==> src/rtl/asym_fifo_if.sv <==
// rtl/asym_fifo_if.sv - write/read handshake bundle for asym_fifo
interface asym_fifo_if #(
  parameter int W_IN  = 16,
  parameter int W_OUT = 4,
  parameter int DEPTH = 64
);
  localparam int FW = $clog2(DEPTH + 1);

  logic             s_valid;
  logic             s_ready;
  logic [W_IN-1:0]  s_data;
  logic             m_valid;
  logic             m_ready;
  logic [W_OUT-1:0] m_data;
  logic [FW-1:0]    fill;

  modport master (
    output s_valid, s_data, m_ready,
    input  s_ready, m_valid, m_data, fill
  );

  modport slave (
    input  s_valid, s_data, m_ready,
    output s_ready, m_valid, m_data, fill
  );
endinterface

==> src/rtl/asym_fifo.sv <==
// rtl/asym_fifo.sv - single-clock asymmetric-width FIFO with registered output
module asym_fifo #(
  parameter int W_IN  = 16,
  parameter int W_OUT = 4,
  parameter int DEPTH = 64
) (
  input  logic       clk,
  input  logic       rstn,
  input  logic       clr,
  asym_fifo_if.slave bus
);
  localparam int MINW  = (W_IN < W_OUT) ? W_IN : W_OUT;
  localparam int MAXW  = (W_IN < W_OUT) ? W_OUT : W_IN;
  localparam int RATIO = MAXW / MINW;
  localparam int RI    = W_IN / MINW;
  localparam int RO    = W_OUT / MINW;
  localparam int AW    = $clog2(DEPTH);
  localparam int FW    = $clog2(DEPTH + 1);

  generate
    if ((MAXW % MINW) != 0 || (RATIO & (RATIO - 1)) != 0) begin : g_bad_ratio
      $error("asym_fifo: W_IN/W_OUT must differ by a power-of-two ratio");
    end
    if ((DEPTH & (DEPTH - 1)) != 0 || DEPTH < 2 * RATIO) begin : g_bad_depth
      $error("asym_fifo: DEPTH must be a power of two and at least 2*ratio");
    end
  endgenerate

  logic [MINW-1:0]  mem_q [DEPTH];
  logic [AW-1:0]    wptr_q, wptr_d;
  logic [AW-1:0]    rptr_q, rptr_d;
  logic [FW-1:0]    fill_q, fill_d;
  logic             m_valid_q, m_valid_d;
  logic [W_OUT-1:0] m_data_q, m_data_d;
  logic             s_ready;
  logic             wr;
  logic             pop;

  // s_ready looks only at registered fill, so a same-cycle pop never frees space early
  assign s_ready = (fill_q <= FW'(DEPTH - RI));
  assign wr      = bus.s_valid & s_ready;
  assign pop     = (fill_q >= FW'(RO)) & (~m_valid_q | bus.m_ready);

  always_comb begin
    wptr_d    = wptr_q;
    rptr_d    = rptr_q;
    fill_d    = fill_q;
    m_valid_d = m_valid_q;
    m_data_d  = m_data_q;
    if (clr) begin
      wptr_d    = '0;
      rptr_d    = '0;
      fill_d    = '0;
      m_valid_d = 1'b0;
    end else begin
      if (wr) begin
        wptr_d = wptr_q + AW'(RI);
      end
      if (pop) begin
        rptr_d    = rptr_q + AW'(RO);
        m_valid_d = 1'b1;
        for (int j = 0; j < RO; j++) begin
          m_data_d[j*MINW +: MINW] = mem_q[rptr_q + AW'(j)];
        end
      end else if (m_valid_q & bus.m_ready) begin
        m_valid_d = 1'b0;
      end
      fill_d = fill_q + (wr ? FW'(RI) : FW'(0)) - (pop ? FW'(RO) : FW'(0));
    end
  end

  // Pointers stay aligned to RI, so a wide write never crosses the wrap point
  always_ff @(posedge clk) begin
    if (wr & ~clr) begin
      for (int i = 0; i < RI; i++) begin
        mem_q[wptr_q + AW'(i)] <= bus.s_data[i*MINW +: MINW];
      end
    end
  end

  always_ff @(posedge clk or negedge rstn) begin
    if (!rstn) begin
      wptr_q    <= '0;
      rptr_q    <= '0;
      fill_q    <= '0;
      m_valid_q <= 1'b0;
      m_data_q  <= '0;
    end else begin
      wptr_q    <= wptr_d;
      rptr_q    <= rptr_d;
      fill_q    <= fill_d;
      m_valid_q <= m_valid_d;
      m_data_q  <= m_data_d;
    end
  end

  assign bus.s_ready = s_ready;
  assign bus.m_valid = m_valid_q;
  assign bus.m_data  = m_data_q;
  assign bus.fill    = fill_q;
endmodule
==> src/flat_wrapper.sv <==
// flat-port wrapper written by rule: the top's interface ports become plain ports
module asym_fifo_flat 
#(
  parameter int W_IN  = 16,
  parameter int W_OUT = 4,
  parameter int DEPTH = 64
)
  (clk, rstn, clr, bus_s_valid, bus_s_data, bus_m_ready, bus_s_ready, bus_m_valid, bus_m_data, bus_fill);
  asym_fifo_if #(.W_IN(W_IN), .W_OUT(W_OUT), .DEPTH(DEPTH)) bus_i ();
  input  logic clk;
  input  logic rstn;
  input  logic clr;
  input wire logic [$bits(bus_i.s_valid)-1:0] bus_s_valid;
  input wire logic [$bits(bus_i.s_data)-1:0] bus_s_data;
  input wire logic [$bits(bus_i.m_ready)-1:0] bus_m_ready;
  output wire logic [$bits(bus_i.s_ready)-1:0] bus_s_ready;
  output wire logic [$bits(bus_i.m_valid)-1:0] bus_m_valid;
  output wire logic [$bits(bus_i.m_data)-1:0] bus_m_data;
  output wire logic [$bits(bus_i.fill)-1:0] bus_fill;
  assign bus_i.s_valid = bus_s_valid;
  assign bus_i.s_data = bus_s_data;
  assign bus_i.m_ready = bus_m_ready;
  assign bus_s_ready = bus_i.s_ready;
  assign bus_m_valid = bus_i.m_valid;
  assign bus_m_data = bus_i.m_data;
  assign bus_fill = bus_i.fill;
  asym_fifo #(.W_IN(W_IN), .W_OUT(W_OUT), .DEPTH(DEPTH)) u_core (.clk(clk), .rstn(rstn), .clr(clr), .bus(bus_i));
endmodule
==> config.mk <==
export PLATFORM = sky130hd
export DESIGN_NAME = asym_fifo_flat
export DESIGN_NICKNAME = d
export VERILOG_FILES = /design/src/rtl/asym_fifo_if.sv /design/src/rtl/asym_fifo.sv /design/src/flat_wrapper.sv
export SDC_FILE = /design/constraint.sdc
export NUM_CORES = 1
export LEC_CHECK = 0
export ABC_CLOCK_PERIOD_IN_PS = 3800
export CAP_MARGIN = 20
export CORE_ASPECT_RATIO = 1.25
export CORE_UTILIZATION = 45
export DETAILED_ROUTE_END_ITERATION = 16
export SETUP_SLACK_MARGIN = 0.3
export SLEW_MARGIN = 20
export SYNTH_ARGS = -nofsm -noshare
export SYNTH_HDL_FRONTEND = slang
export SYNTH_SLANG_ARGS = --single-unit
export TNS_END_PERCENT = 20
==> constraint.sdc <==
create_clock -name clk -period 3.8 [get_ports clk]
set_input_delay 0.95 -clock clk [delete_from_list [all_inputs] [get_ports clk]]
set_output_delay 0.95 -clock clk [all_outputs]
set_load 0.05 [all_outputs]
# Word-level counts from Yosys, hierarchy flattened
# Memories as Yosys holds them, arrays and structs flattened. A register that Yosys moved wholly into a read port is not among the register bits.
# Index checks and enable logic that the tools add are counted.
[word_totals]
reg_bits = 20
ram_bits = 256
inputBits = 21
output_inout_bits = 13
wordCells = 38
memories = 1
[memory_table]
columns = ["name", "depth", "width", "read_ports", "rd_clocked_by_memory_dff", "wr", "line_no", "rtl"]
rows = [
  ["u_core.mem_q", 64, 4, 1, 1, 4, "asym_fifo.sv:29", "logic [MINW-1:0] mem_q [DEPTH];"],
]
[op_classes]
n_addsub = 7
order_cmp = 2
n_mux = 12
bitwise = 7
n_reduce_logical = 5
[ops]
columns = ["op", "n"]
rows = [
  ["$mux 6", 4],
  ["$add 6x1->6 const B", 2],
  ["$add 6x2->6 const B", 2],
  ["$add 7x7->7", 1],
  ["$ge 7x1->1 const B", 1],
  ["$le 7x6->1 const B", 1],
  ["$mux 7", 1],
  ["$sub 7x7->7", 1],
  ["$add 6x3->6 const B", 1],
  ["$mux 1", 6],
  ["$and 1x1->1", 4],
  ["$reduce_bool 2->1", 2],
  ["$mux 3", 1],
  ["$reduce_bool 3->1", 1],
  ["$not 1->1", 2],
  ["$reduce_and 2->1", 1],
  ["$logic_not 1->1", 1],
  ["$or 1x1->1", 1],
]

# Logic depth before layout (Yosys ltp)
[logic_depth]
word_depth = 6
depth_mapped = 15

# Worst setup path before layout
# No wires, ideal clock.
[synth_path]
path_kind = "reg-to-reg"
startpoint = "register u_core.fill_q[4], in the netlist u_core.bus.fill[4]"
endpoint = "register u_core.fill_q[6], in the netlist u_core.bus.fill[6]"
setup_ns = 0.132
t_arrival_ns = 3.155
t_required_ns = 3.668
setup_slack_ns = 0.513
stages_incl_launch_ff = 14
path_buffers = 0
period_less_slack_ns = 3.287
path_cell_list = "dfrtp_1 > ha_1 > nand4bb_4 > a41oi_4 > nand2_4 > ha_1 > inv_1 > ha_1 > a21o_1 > a21oi_1 > o21bai_1 > a21oi_1 > xnor2_1 > nor2_1"
[synth_via]
elab_chain_len = 6
elab_cells_between_ends = 9
cone_classes = "2 x add/sub; 2 x order compare; 3 x mux; 2 x bitwise"
[synth_rtl]
columns = ["item", "line_no", "rtl"]
rows = [
  ["start: declaration", "asym_fifo.sv:32", "logic [FW-1:0] fill_q, fill_d;"],
  ["start signal: assignment", "asym_fifo.sv:91", "fill_q <= fill_d;"],
  ["$le 7x6->1", "asym_fifo.sv:40", "assign s_ready = (fill_q <= FW'(DEPTH - RI));"],
  ["named net bus_s_ready", "flat_wrapper.sv:16", "output wire logic [$bits(bus_i.s_ready)-1:0] bus_s_ready;"],
  ["$and 1x1->1", "asym_fifo.sv:41", "assign wr = bus.s_valid & s_ready;"],
  ["$mux 3", "asym_fifo.sv:68", "fill_d = fill_q + (wr ? FW'(RI) : FW'(0)) - (pop ? FW'(RO) : FW'(0));"],
  ["$add 7x7->7", "asym_fifo.sv:68", ""],
  ["$sub 7x7->7", "asym_fifo.sv:68", ""],
  ["$mux 7", "asym_fifo.sv:50", "if (clr) begin"],
  ["named net u_core.fill_d[6]", "asym_fifo.sv:32", ""],
]
# The timed path passes the listed nets, and every way through them passes these cells.
# A chain may end at the register's enable or synchronous reset.

# Worst setup path after layout
[layout_path]
startpoint = "register u_core.fill_q[4], in the netlist u_core.bus.fill[4]"
endpoint = "output bus_s_ready"
[layout_via]
elab_chain_len = 1
[layout_rtl]
columns = ["item", "line_no"]
rows = [
  ["$le 7x6->1", "asym_fifo.sv:40"],
  ["end: declaration", "flat_wrapper.sv:16"],
]
# Every way passes these cells.

==> impl_metrics.ini <==
[run_status]
status = complete, but fails checks
failed_checks = design-rule violations

[synth]
synth_cells = 1019
yosysWarnings = 0
synth_cell_types = 54
async_flop_share = 0.07914
synthFlopType = edfxtp_1
synth_top_area_share = 0.5444
synth_area_leaders = edfxtp_1, mux2_2, mux4_2
seq_area_frac_synth = 0.5834
ys_ff_latch = 278
synth-edff-count = 256
yosys.area.top_type = edfxtp_1
avgSynthCellArea_um2 = 13.86
synth_area_um2 = 14120
synthesis.nets = 1057

[finish]
drive_above_1_share = 0.3267
finalNonFillerCells = 1414
multi_input_area_um2 = 5070
final_common_cell = edfxtp_1
regArea_um2 = 8245
diodes = 0
fillerInstances = 2593
final_cell_mix = edfxtp_1, mux2_2, nand2_1, mux4_2, inv_1
fin_nets = 1026
synthToLayoutAreaGrowth_pct = 11.20

[setup_path]
worstReg2RegStart = u_core.bus.fill[4]
reg2reg_depth = 8
crit_path_end = bus_s_ready
startpoint_type = flip-flop
r2r_end = u_core.mem_q[3][3]
path_class = flip-flop to output port
cp.arrival_ns = 2.22
r2r_setup_slack_ns = 0.71
path_max_fanout = 5
worst_setup_path_startpoint = u_core.bus.fill[4]
crit_required_ns = 2.85
end_kind = output port

[power_and_ir_drop]
powerDensity_nw_per_um2 = 567.7
p_leak_nw = 5.645
max-vdd-ir-drop_mv = 0.4540

[routing]
route.vias.total = 8037
via_per_inst = 5.684
ant_nets = 0
drc = 2
routed_wl_um = 34270
dr.pass1.iters = 11
wl_per_cell_um = 24.24
drtIter0Drc = 659

[timing]
final-hold-violation-count = 0
max_freq_ghz = 0.3152
drv_slew = 0
finalSetupViolations = 0
period_minus_slack_ns = 3.172
skew_ns = 0.01569
slew_headroom = 0.3374
rsz0062_at_grt = false
worstMarginPinSlew_ns = 0.9908
tns_ns = 0
fin_crit_sh = 0.8348

[clock_network]
cts_buffer_depth = 3
clkTransAtPathRegs_ns = 0.06
cts_tree = yes
cts_root_buf = clkbuf_16
cts_setup_buffers = 0
cts_made_buffers = 27
cts.sinks = 278
clock_latency_ns = 0.56
htree_num_levels = 1

[placement]
gp_congestion = 0.8874
dp.cells = 1366
dp_hpwl_um = 21600
port_buffers = 33

[min_path]
hold_class = flip-flop to flip-flop

[global_routing]
grt_max_degree = 35
grt.overflow.total = 0
grt_pass1_vias = 8152
antenna_found_initial = 0
grt_pass1_wl_um = 51610
grt_usage = 0.2193

[floorplanning]
die_w_um = 160.4
num_rows = 72
core-area_um2 = 30900
die_h_um = 200.0
io-pin-count = 34
start_util = 0.4570
fp.dieArea_um2 = 32090

[run]
cap_violations = 0
==> Yosys cell counts, drive strengths merged, types with 21 or more instances <==
| master | instances |
|---|---|
| buf | 21 |
| clkbuf | 124 |
| dfrtp | 22 |
| edfxtp | 256 |
| inv | 61 |
| mux2 | 158 |
| mux2i | 24 |
| mux4 | 54 |
| nand2 | 115 |
| nor2 | 21 |
==> cell type report <==
| class | count | share of cell area |
|---|---|---|
| flip-flops and latches | 278 | 0.5251 |
| multi-input cells | 535 | 0.3229 |
| repair buffers | 85 | 0.04614 |
| clock buffers | 32 | 0.04423 |
| well taps | 407 | 0.03243 |
| clock inverters | 16 | 0.01458 |
| inverters | 61 | 0.01458 |
==> how the worst min path moves through the flow <==
| stage | from | endpoint | slack (ns) | cells past startpoint |
|---|---|---|---|---|
| after floorplan | u_core.rptr_q[0] | u_core.rptr_q[1] | 0.61 | 3 |
| after global routing | u_core.bus.m_data[1] | u_core.bus.m_data[1] | 0.54 | 2 |
| final | u_core.bus.m_data[1] | u_core.bus.m_data[1] | 0.51 | 2 |
| after global placement | u_core.bus.m_data[2] | u_core.bus.m_data[2] | 0.50 | 2 |
| after CTS | u_core.bus.m_data[1] | u_core.bus.m_data[1] | 0.52 | 2 |
| after detailed placement | u_core.bus.m_data[1] | u_core.bus.m_data[1] | 0.50 | 2 |
==> state kept, by name, indices dropped and copies added (netlist names) <==
register	flops
u_core.mem_q	256
u_core.bus.fill	7
u_core.bus.m_valid	1
u_core.wptr_q	4
u_core.rptr_q	6
u_core.bus.m_data	4
==> power breakdown <==
group | leakage (nW) | switching, mW | internal (mW)
logic | 2.60 | 1.23 | 1.10
clock network | 0.452 | 1.16 | 1.71
registers | 2.59 | 0.255 | 3.47
total | 5.64 | 2.64 | 6.27
==> metrics by stage <==
| step | utilization | worst slack [ns] | area (µm²) | power (mW) | hold WS [ns] |
|---|---|---|---|---|---|
| 2_1_floorplan | - | 0.5134 | 14120 | 5.398 | 0.6063 |
| 3_3_place_gp | 0.4783 | 0.3518 | 14780 | 6.129 | 0.4989 |
| 3_5_place_dp | 0.4783 | 0.3247 | 14780 | 6.146 | 0.5009 |
| 4_1_cts | 0.5081 | 0.5910 | 15700 | 8.987 | 0.5155 |
| 5_1_grt | 0.5081 | 0.5461 | 15700 | 9.270 | 0.5352 |
| 6_report | 0.5081 | 0.6278 | 15700 | 8.914 | 0.5104 |
==> routing by layer <==
metal | global-route usage | wire (µm) | up-vias
met5 | 0 | 0 | -
met4 | 0.08078 | 1118 | 0
met3 | 0.02087 | 1226 | 69
met2 | 0.3947 | 17860 | 179
met1 | 0.2750 | 14070 | 4145
li1 | - | - | 3644
==> critical path: stages (launching register included) <==
cell,delay (ns)
dfrtp_1,0.41
ha_1,0.23
nand4bb_4,0.13
a41oi_4,0.34
dlygate4sd2_1,0.57
==> repair_timing <==
| action | in CTS | in global routing |
|---|---|---|
| gates resized for setup | 1 | 0 |
| setup endpoints to repair | 1 | 0 |
| hold buffers | 0 | 0 |
==> cells by family after synthesis <==
kind of cell	count (synthesis)	synth area share
adders and majority gates	17	0.01560
DFF	278	0.5834
xor gates and xnor gates	10	0.006203
and+or+nand+nor	206	0.07311
muxes	236	0.2315
AOI/OAI and AO/OA	66	0.03217
buffers and inverters	206	0.05795
No activity file was read; power rests on OpenSTA's default activity.
